--- src/rtl/conv_mac_pkg.sv ---
// Shared types and helpers for the conv MAC sequencer.
// Multiplier widths, FSM encoding and the output round/saturate step.
package conv_mac_pkg;

  localparam int ACT_W  = 16;
  localparam int WGT_W  = 8;
  localparam int PROD_W = 24;

  typedef enum logic [1:0] {
    IDLE  = 2'd0,
    ACC   = 2'd1,
    FLUSH = 2'd2,
    HOLD  = 2'd3
  } state_e;

  // Round half up, arithmetic shift, clamp to a signed ow-bit range.
  function automatic logic signed [63:0] rnd_sat(
    input logic signed [63:0] x,
    input int                 shift,
    input int                 ow
  );
    logic signed [63:0] r;
    logic signed [63:0] hi;
    logic signed [63:0] lo;
    r = x;
    if (shift > 0)
      r = (x + (64'sd1 <<< (shift - 1))) >>> shift;
    hi = (64'sd1 <<< (ow - 1)) - 64'sd1;
    lo = -hi - 64'sd1;
    if (r > hi)
      r = hi;
    else if (r < lo)
      r = lo;
    return r;
  endfunction

endpackage

--- src/rtl/conv_mac_sched_if.sv ---
// Job, pair-stream and result handshakes of the conv MAC sequencer.
// master drives jobs and pairs; slave is the sequencer.
interface conv_mac_sched_if #(
  parameter int ACC_WIDTH = 32,
  parameter int OUT_WIDTH = 16,
  parameter int TW        = 4
);
  logic                        start;
  logic signed [ACC_WIDTH-1:0] bias;
  logic                        in_valid;
  logic                        in_ready;
  logic signed [15:0]          in_act;
  logic signed [7:0]           in_wgt;
  logic                        out_valid;
  logic                        out_ready;
  logic signed [OUT_WIDTH-1:0] out_data;
  logic                        busy;
  logic                        done;
  logic [TW-1:0]               tap_count;

  modport master (
    output start, bias, in_valid,
    output in_act, in_wgt, out_ready,
    input  in_ready, out_valid, out_data,
    input  busy, done, tap_count
  );

  modport slave (
    input  start, bias, in_valid,
    input  in_act, in_wgt, out_ready,
    output in_ready, out_valid, out_data,
    output busy, done, tap_count
  );
endinterface

--- src/rtl/conv_mul_16x8.sv ---
// Combinational signed 16x8 -> 24 multiplier.
// Kept bare so synthesis maps it onto a single DSP slice.
module conv_mul_16x8
  import conv_mac_pkg::*;
(
  input  logic signed [ACT_W-1:0]  i_a,
  input  logic signed [WGT_W-1:0]  i_w,
  output logic signed [PROD_W-1:0] o_p
);
  assign o_p = PROD_W'(i_a) * PROD_W'(i_w);
endmodule

--- src/rtl/conv_mac_sched.sv ---
// Convolution MAC sequencer: bias + sum of TAPS products,
// then round, shift and saturate to one output pixel.
module conv_mac_sched
  import conv_mac_pkg::*;
#(
  parameter int TAPS      = 9,
  parameter int ACC_WIDTH = 32,
  parameter int SHIFT     = 8,
  parameter int OUT_WIDTH = 16
) (
  input  logic             ap_clk,
  input  logic             ap_rst_n,
  conv_mac_sched_if.slave  bus
);
  localparam int TW = $clog2(TAPS + 1);
  localparam logic [TW-1:0] LAST = TW'(TAPS - 1);

  generate
    if (ACC_WIDTH < PROD_W + $clog2(TAPS) + 1) begin : g_bad_acc
      $error("ACC_WIDTH too small for TAPS");
    end
  endgenerate

  state_e                      r_state;
  state_e                      w_nxt;
  logic signed [ACC_WIDTH-1:0] r_acc;
  logic signed [ACC_WIDTH-1:0] w_pext;
  logic signed [ACC_WIDTH-1:0] w_final;
  logic signed [PROD_W-1:0]    r_prod_q;
  logic signed [PROD_W-1:0]    w_prod;
  logic                        r_prod_v;
  logic [TW-1:0]               r_tap;
  logic signed [OUT_WIDTH-1:0] r_out;
  logic signed [63:0]          w_rs;
  logic                        w_in_ready;
  logic                        w_out_valid;
  logic                        w_fire;

  conv_mul_16x8 u_mul (
    .i_a (bus.in_act),
    .i_w (bus.in_wgt),
    .o_p (w_prod)
  );

  assign w_in_ready  = (r_state == ACC);
  assign w_out_valid = (r_state == HOLD);
  assign w_fire      = bus.in_valid & w_in_ready;

  assign w_pext = {{(ACC_WIDTH-PROD_W){r_prod_q[PROD_W-1]}},
                   r_prod_q};
  assign w_final = r_acc + w_pext;
  assign w_rs = rnd_sat(
    {{(64-ACC_WIDTH){w_final[ACC_WIDTH-1]}}, w_final},
    SHIFT, OUT_WIDTH);

  always_comb begin
    w_nxt = r_state;
    unique case (r_state)
      IDLE:  if (bus.start) w_nxt = ACC;
      ACC:   if (w_fire && r_tap == LAST) w_nxt = FLUSH;
      FLUSH: w_nxt = HOLD;
      HOLD:  if (bus.out_ready) w_nxt = IDLE;
      default: w_nxt = IDLE;
    endcase
  end

  always_ff @(posedge ap_clk or negedge ap_rst_n) begin
    if (!ap_rst_n) begin
      r_state  <= IDLE;
      r_acc    <= '0;
      r_prod_q <= '0;
      r_prod_v <= 1'b0;
      r_tap    <= '0;
      r_out    <= '0;
    end else begin
      r_state <= w_nxt;
      unique case (r_state)
        IDLE: begin
          r_prod_v <= 1'b0;
          if (bus.start) begin
            r_acc <= bus.bias;
            r_tap <= '0;
          end
        end
        ACC: begin
          r_prod_v <= w_fire;
          if (w_fire) begin
            r_prod_q <= w_prod;
            r_tap    <= r_tap + 1'b1;
          end
          if (r_prod_v) r_acc <= w_final;
        end
        // The last product is always pending on entry here.
        FLUSH: begin
          r_prod_v <= 1'b0;
          r_acc    <= w_final;
          r_out    <= w_rs[OUT_WIDTH-1:0];
        end
        default: r_prod_v <= 1'b0;
      endcase
    end
  end

  assign bus.in_ready  = w_in_ready;
  assign bus.out_valid = w_out_valid;
  assign bus.out_data  = r_out;
  assign bus.busy      = (r_state != IDLE);
  assign bus.done      = w_out_valid & bus.out_ready;
  assign bus.tap_count = r_tap;
endmodule
--- src/flat_wrapper.sv ---
// flat-port wrapper written by rule: the top's interface ports become plain ports
module conv_mac_sched_flat import conv_mac_pkg::*;
#(
  parameter int TAPS      = 9,
  parameter int ACC_WIDTH = 32,
  parameter int SHIFT     = 8,
  parameter int OUT_WIDTH = 16
)
  (ap_clk, ap_rst_n, bus_start, bus_bias, bus_in_valid, bus_in_act, bus_in_wgt, bus_out_ready, bus_in_ready, bus_out_valid, bus_out_data, bus_busy, bus_done, bus_tap_count);
  conv_mac_sched_if #(.ACC_WIDTH(ACC_WIDTH), .OUT_WIDTH(OUT_WIDTH)) bus_i ();
  input  logic ap_clk;
  input  logic ap_rst_n;
  input wire logic [$bits(bus_i.start)-1:0] bus_start;
  input wire logic [$bits(bus_i.bias)-1:0] bus_bias;
  input wire logic [$bits(bus_i.in_valid)-1:0] bus_in_valid;
  input wire logic [$bits(bus_i.in_act)-1:0] bus_in_act;
  input wire logic [$bits(bus_i.in_wgt)-1:0] bus_in_wgt;
  input wire logic [$bits(bus_i.out_ready)-1:0] bus_out_ready;
  output wire logic [$bits(bus_i.in_ready)-1:0] bus_in_ready;
  output wire logic [$bits(bus_i.out_valid)-1:0] bus_out_valid;
  output wire logic [$bits(bus_i.out_data)-1:0] bus_out_data;
  output wire logic [$bits(bus_i.busy)-1:0] bus_busy;
  output wire logic [$bits(bus_i.done)-1:0] bus_done;
  output wire logic [$bits(bus_i.tap_count)-1:0] bus_tap_count;
  assign bus_i.start = bus_start;
  assign bus_i.bias = bus_bias;
  assign bus_i.in_valid = bus_in_valid;
  assign bus_i.in_act = bus_in_act;
  assign bus_i.in_wgt = bus_in_wgt;
  assign bus_i.out_ready = bus_out_ready;
  assign bus_in_ready = bus_i.in_ready;
  assign bus_out_valid = bus_i.out_valid;
  assign bus_out_data = bus_i.out_data;
  assign bus_busy = bus_i.busy;
  assign bus_done = bus_i.done;
  assign bus_tap_count = bus_i.tap_count;
  conv_mac_sched #(.TAPS(TAPS), .ACC_WIDTH(ACC_WIDTH), .SHIFT(SHIFT), .OUT_WIDTH(OUT_WIDTH)) u_core (.ap_clk(ap_clk), .ap_rst_n(ap_rst_n), .bus(bus_i));
endmodule
--- config.mk ---
export PLATFORM = sky130hd
export DESIGN_NAME = conv_mac_sched_flat
export DESIGN_NICKNAME = d
export VERILOG_FILES = /design/src/rtl/conv_mac_pkg.sv /design/src/rtl/conv_mac_sched_if.sv /design/src/rtl/conv_mul_16x8.sv /design/src/rtl/conv_mac_sched.sv /design/src/flat_wrapper.sv
export SDC_FILE = /design/constraint.sdc
export NUM_CORES = 1
export LEC_CHECK = 0
export CORE_MARGIN = 3
export CORE_UTILIZATION = 25
export CTS_CLUSTER_DIAMETER = 60
export DETAILED_ROUTE_END_ITERATION = 10
export DONT_BUFFER_PORTS = 1
export GPL_TIMING_DRIVEN = 0
export PLACE_DENSITY = 0.49
export SETUP_SLACK_MARGIN = 0.05
export SLEW_MARGIN = 0
export SYNTH_ARGS = -nofsm -noshare
export SYNTH_HDL_FRONTEND = slang
export SYNTH_SLANG_ARGS = --single-unit
--- constraint.sdc ---
create_clock -name ap_clk -period 8.15 [get_ports ap_clk]
set_input_delay 2.0375 -clock ap_clk [delete_from_list [all_inputs] [get_ports ap_clk]]
set_output_delay 2.0375 -clock ap_clk [all_outputs]
set_load 0.05 [all_outputs]
### Word-level counts from Yosys, hierarchy flattened

Cells that the tools add are included.

* logic and storage cells: 45
* register bits: 79
* input port bits: 61
* output and inout bits: 24

* add/sub/neg operators: 3
* mux-type cells: 13
* bitwise operators: 2
* equality and inequality tests: 9
* reductions and logical operators: 9
* multiply operators: 1
* magnitude comparators: 2

Operators with widths (count)
* $pmux W32 S3: 1
* $mux W32: 2
* $add A32 B9 Y33 const B: 1
* $add A32 B24 Y32: 1
* $mux W16: 2
* $gt A25 B16 Y1 const B: 1
* $lt A25 B16 Y1 const B: 1
* $mul A16 B8 Y24: 1
* $reduce_and A3 Y1: 3
* $mux W4: 2
* $ne A2 B2 Y1 const B: 4
* $pmux W2 S4: 1
* $pmux W4 S2: 1
* $mux W2: 3
* $add A4 B1 Y4 const B: 1
* $eq A2 B2 Y1 const B: 2
* $eq A4 B4 Y1 const B: 1
* $reduce_bool A2 Y1: 2
* $reduce_bool A3 Y1: 1
* $and A1 B1 Y1: 2
* $eq A2 B1 Y1 const B: 1
* $logic_not A2 Y1: 1
* $ne A2 B1 Y1 const B: 1
* $reduce_and A2 Y1: 1
* 2 further kinds: 2

### Longest topological paths before layout

* word-level depth: 5
* mapped depth: 23
* gate-level depth less buffers: 22

### By module

Synthesis repeated with hierarchy kept, for this count alone.

* cells, all modules: 1212
* area, all modules: 10896.7 sq um

By module, submodules not included
* conv_mac_sched: instances 1, cells each 694, area an instance 6309.8 sq um, seq. area each 1976.9 sq um
* conv_mul_16x8: instances 1, cells each 518, area an instance 4586.9 sq um, seq. area each 0.0 sq um

### Worst setup path after synthesis

No wires, ideal clock.

* kind: input port to flip-flop
* start: in bus_in_wgt[4]
* end: reg u_core.r_prod_q[18]
* setup time: 0.133 ns
* arrival: 6.527 ns
* slack: 1.490 ns
* required time: 8.017 ns
* buffers on the path: 1
* stages: 21
* cells stage by stage: clkbuf_1 > and2_1 > fa_1 > inv_1 > fa_1 > fa_1 > fa_1 > inv_1 > ha_1 > nor2b_1 > o21ai_0 > a21boi_0 > o21ai_0 > a21boi_0 > o21ai_0 > nand2b_1 > a311o_1 > a31o_2 > a21oi_1 > xor2_1 > o21ai_0

* cells in the longest elaborated chain, start to end: 1

Ends and longest elaborated chain
* from (decl): RTL line flat_wrapper.sv:17 `input wire logic [$bits(bus_i.in_wgt)-1:0] bus_in_wgt;`
* $mul A16 B8 Y24: RTL line conv_mul_16x8.sv:10 `assign o_p = PROD_W'(i_a) * PROD_W'(i_w);`
* to (signal assigned): RTL line conv_mac_sched.sv:88 `r_prod_q <= w_prod;`
* to (decl): RTL line conv_mac_sched.sv:29 `logic signed [PROD_W-1:0] r_prod_q;`

Every way passes these cells.
A chain may end at the register's enable or synchronous reset.

### Worst setup path after layout

* start: in bus_in_wgt[3]
* end: reg u_core.r_prod_q[18]

The elaborated chain is that of the path after synthesis.

==> summary.md <==
| Metric | Value |
|---|---|
| Setup-failing EPs final | `0` |
| CP Capture Type | `flop` |
| Type of the most critical hold path | `reg -> reg` |
| Sequential Area | `1980 µm²` |
| Mapped Cells | `1,203` |
| Synth top area share | `19.7%` |
| RSZ-0062 raised after global routing | `no` |
| Main flop type after synthesis | `dfrtp_1` |
| Syn_area_per_cell | `8.78 µm²` |
| CTS tree | `built` |
| Worst hold start | `u_core.r_acc[2]` |
| Post-synth EDFFs | `0` |
| Half-perimeter wire length after placement | `24.0 mm` |
| Area leader, netlist | `fa_1` |
| Clk sink count | `79` |
| Die area | `44,700 µm²` |
| Post-Synthesis Cell Area | `10,600 µm²` |
| Clock transition at path regs | `0.06 ns` |
| Clock Tree Buf Depth | `2` |
| Largest family of logic cells by synthesized area | `adder cells` |
| CP Data Required Time | `8.36 ns` |
| Vias in the first global route | `8,385` |
| Synth cell count leaders | `138 x nand2_1, 136 x inv_1, 104 x fa_1` |
| FP Rows | `74` |
| Largest net degree at the start of global routing | `80` |
| Drc violations | `0` |
| Pin slew with the least headroom to its limit | `1.10 ns` |
| Final GP Congestion | `0.834` |
| Hold Slack | `0.487 ns` |
| Placed Area | `11,200 µm²` |
| Die Y | `212 µm` |
| Number of top-level pins | `85` |
| R2R Path End | `u_core.bus.out_data[8]` |
| GR Util met2 | `20.1%` |
| Vias per cell | `4.74` |
| Hold Vio Cnt, Final | `0` |
| Area Overhead vs Synth | `9.55%` |
| WHS Path Cells | `2` |
| Synth warnings | `0` |
| Simple-Gate Fraction of Synth Area | `19.2%` |
| Fraction of layout cells with a size suffix above 1 | `5.49%` |
| Met1 GRT Util | `20.0%` |
| Max-cap violations | `0` |
| FMAX | `144 MHz` |
| Hold worst-path end | `u_core.r_acc[2]` |
| CP arrival | `7.14 ns` |
| Synth area leaders | `fa_1 20%, dfrtp_1 19%, ha_1 9.8%` |
| Layout net count | `1,463` |
| Clock Latency Late Sink | `0.35 ns` |
| Synth Area in Adders | `29.6%` |
| CP startpoint kind | `input pin` |
| Total wire length | `29.1 mm` |
| Final TNS setup | `0 ns` |
| CP max FO | `10` |
| Clock skew | `0.00954 ns` |
| CTS buffer count | `9` |
| Hold buffers post-CTS | `0` |
| Seq cells post-synth | `79` |
| Syn_nets | `1,451` |
| Multi-input gate area | `7880 µm²` |
| R2r worst-path depth | `14` |
| Final Instance Area | `11,600 µm²` |
| GRT Util Overall | `13.2%` |
| Fill cell count | `4,531` |
| Antenna Cells | `0` |
| Worst r2r src | `u_core.r_prod_q[10]` |
| First-pass GRT wire length | `47.0 mm` |
| Postcts setup bufs | `0` |
| # H-tree levels | `3` |
| Slew margin rel. | `26.9%` |
| Wire per inst | `16.6 µm` |
| DR vias | `8,302` |
| IO buf count | `0` |
| Xor/xnor cell area share of the yosys netlist | `4.40%` |
| Met3 Resource Use GR | `1.66%` |
| Initial antenna violation count | `0` |
| Most Crowded Layer GR | `met2` |
| Distinct cells, synth | `88` |
| Sequential area share after synthesis | `18.7%` |
| Core ar. | `41,300 µm²` |
| Total gr overflow | `0` |
| Resized cells post-CTS | `0` |
| Flop2flop setup slack | `3.16 ns` |
| Multiplexer area fraction after synthesis | `2.92%` |
| Starting Density | `25.6%` |
| Die Width | `212 µm` |
| Clk root buf | `clkbuf_16` |
| Outcome | `finished clean` |
| Drt initial violations | `445` |
| Fin crit share | `85.1%` |
| Min cycle time layout | `6.94 ns` |
| WS Path Type | `in -> reg` |
| Max Slew Vio Count | `0` |
| Compound-cell area share of the yosys netlist | `18.4%` |
| Cell with the most instances after synthesis | `nand2_1` |
| Drt pass-1 iters | `5` |
| Post-route ant nets | `0` |
| FFs w/ async S/R, synth | `100%` |
kinds of logic (layout without fill, tap and decap cells):
| family | after synthesis | count (layout) |
|---|---|---|
| mux | 30 | 30 |
| compound gates | 277 | 277 |
| flops | 79 | 79 |
| buf+inv | 182 | 199 |
| fa+ha+maj | 187 | 187 |
| xor+xnor | 53 | 53 |
| simple gates | 395 | 395 |
placed cells by master, fill, tap and decap left out, types with 11 or more instances in the layout:
cell type	instances
fa_1	104
xor2_1	17
clkbuf_1	33
nand2b_1	23
and2_1	85
nand3_1	22
ha_1	83
o21ai_0	85
a21oi_1	52
dfrtp_1	79
nor3_1	21
a211oi_1	11
and3_1	13
nand2_1	138
xnor2_1	36
nor2_1	44
a21o_1	18
inv_1	136
mux2i_1	24
how the worst max path moves through the flow:
stage,startpoint,end,depth (start not counted)
CTS,bus_in_wgt[3],u_core.r_prod_q[18],21
finish,bus_in_wgt[3],u_core.r_prod_q[18],21
global route,bus_in_wgt[3],u_core.r_prod_q[18],21
global placement,bus_in_wgt[3],u_core.r_prod_q[21],20
detailed placement,bus_in_wgt[3],u_core.r_prod_q[21],20
floorplan,bus_in_wgt[4],u_core.r_prod_q[18],21
through the flow:
stage                     cells  util (%)  worst slack [ns]
final                      1752      28.0              1.21
after global routing       1752      28.0             0.734
after CTS                  1751      28.0              1.19
after detailed placement   1735      27.2             0.837
after global placement     1735      27.2             0.847
after floorplan            1203         -              1.49
state kept, by name, indices dropped and copies added, names as in the netlist:
register              flops
u_core.r_prod_q          24
u_core.r_acc             32
u_core.r_prod_v           1
u_core.r_state            2
u_core.bus.tap_count      4
u_core.bus.out_data      16
cell type report:
cell class / instances / area share, %
inverters: 137 / 4.45
well taps: 532 / 5.75
clock buffers: 10 / 2.07
clock inverters: 6 / 0.779
flip-flops and latches: 79 / 17.1
repair buffers: 1 / 0.0433
multi-input cells: 942 / 68.1
plain buffers: 45 / 1.73
critical path, cell delays in order:
cell	delay, ns
clkbuf_1	0.41
and2_1	0.23
fa_1	0.44
ha_1	0.29
inv_1	0.06
fa_1	0.51
fa_1	0.55
inv_1	0.05
ha_1	0.32
nor2b_1	0.14
o21ai_0	0.21
a21boi_0	0.16
o21ai_0	0.22
a21boi_0	0.16
o21ai_0	0.17
nand2b_1	0.12
a311o_1	0.42
a31o_2	0.25
a21oi_1	0.17
xor2_1	0.15
o21ai_0	0.08
layer usage:
| layer | up-vias | share of wire, % |
|---|---|---|
| li1 | 4138 | - |
| met1 | 3988 | 52 |
| met2 | 155 | 43 |
| met3 | 21 | 3.7 |
| met4 | 0 | 1.2 |
| met5 | - | 0 |
Power is not shown: default switching activity piles up to over one toggle a cycle in this logic, so the estimate is an artifact.
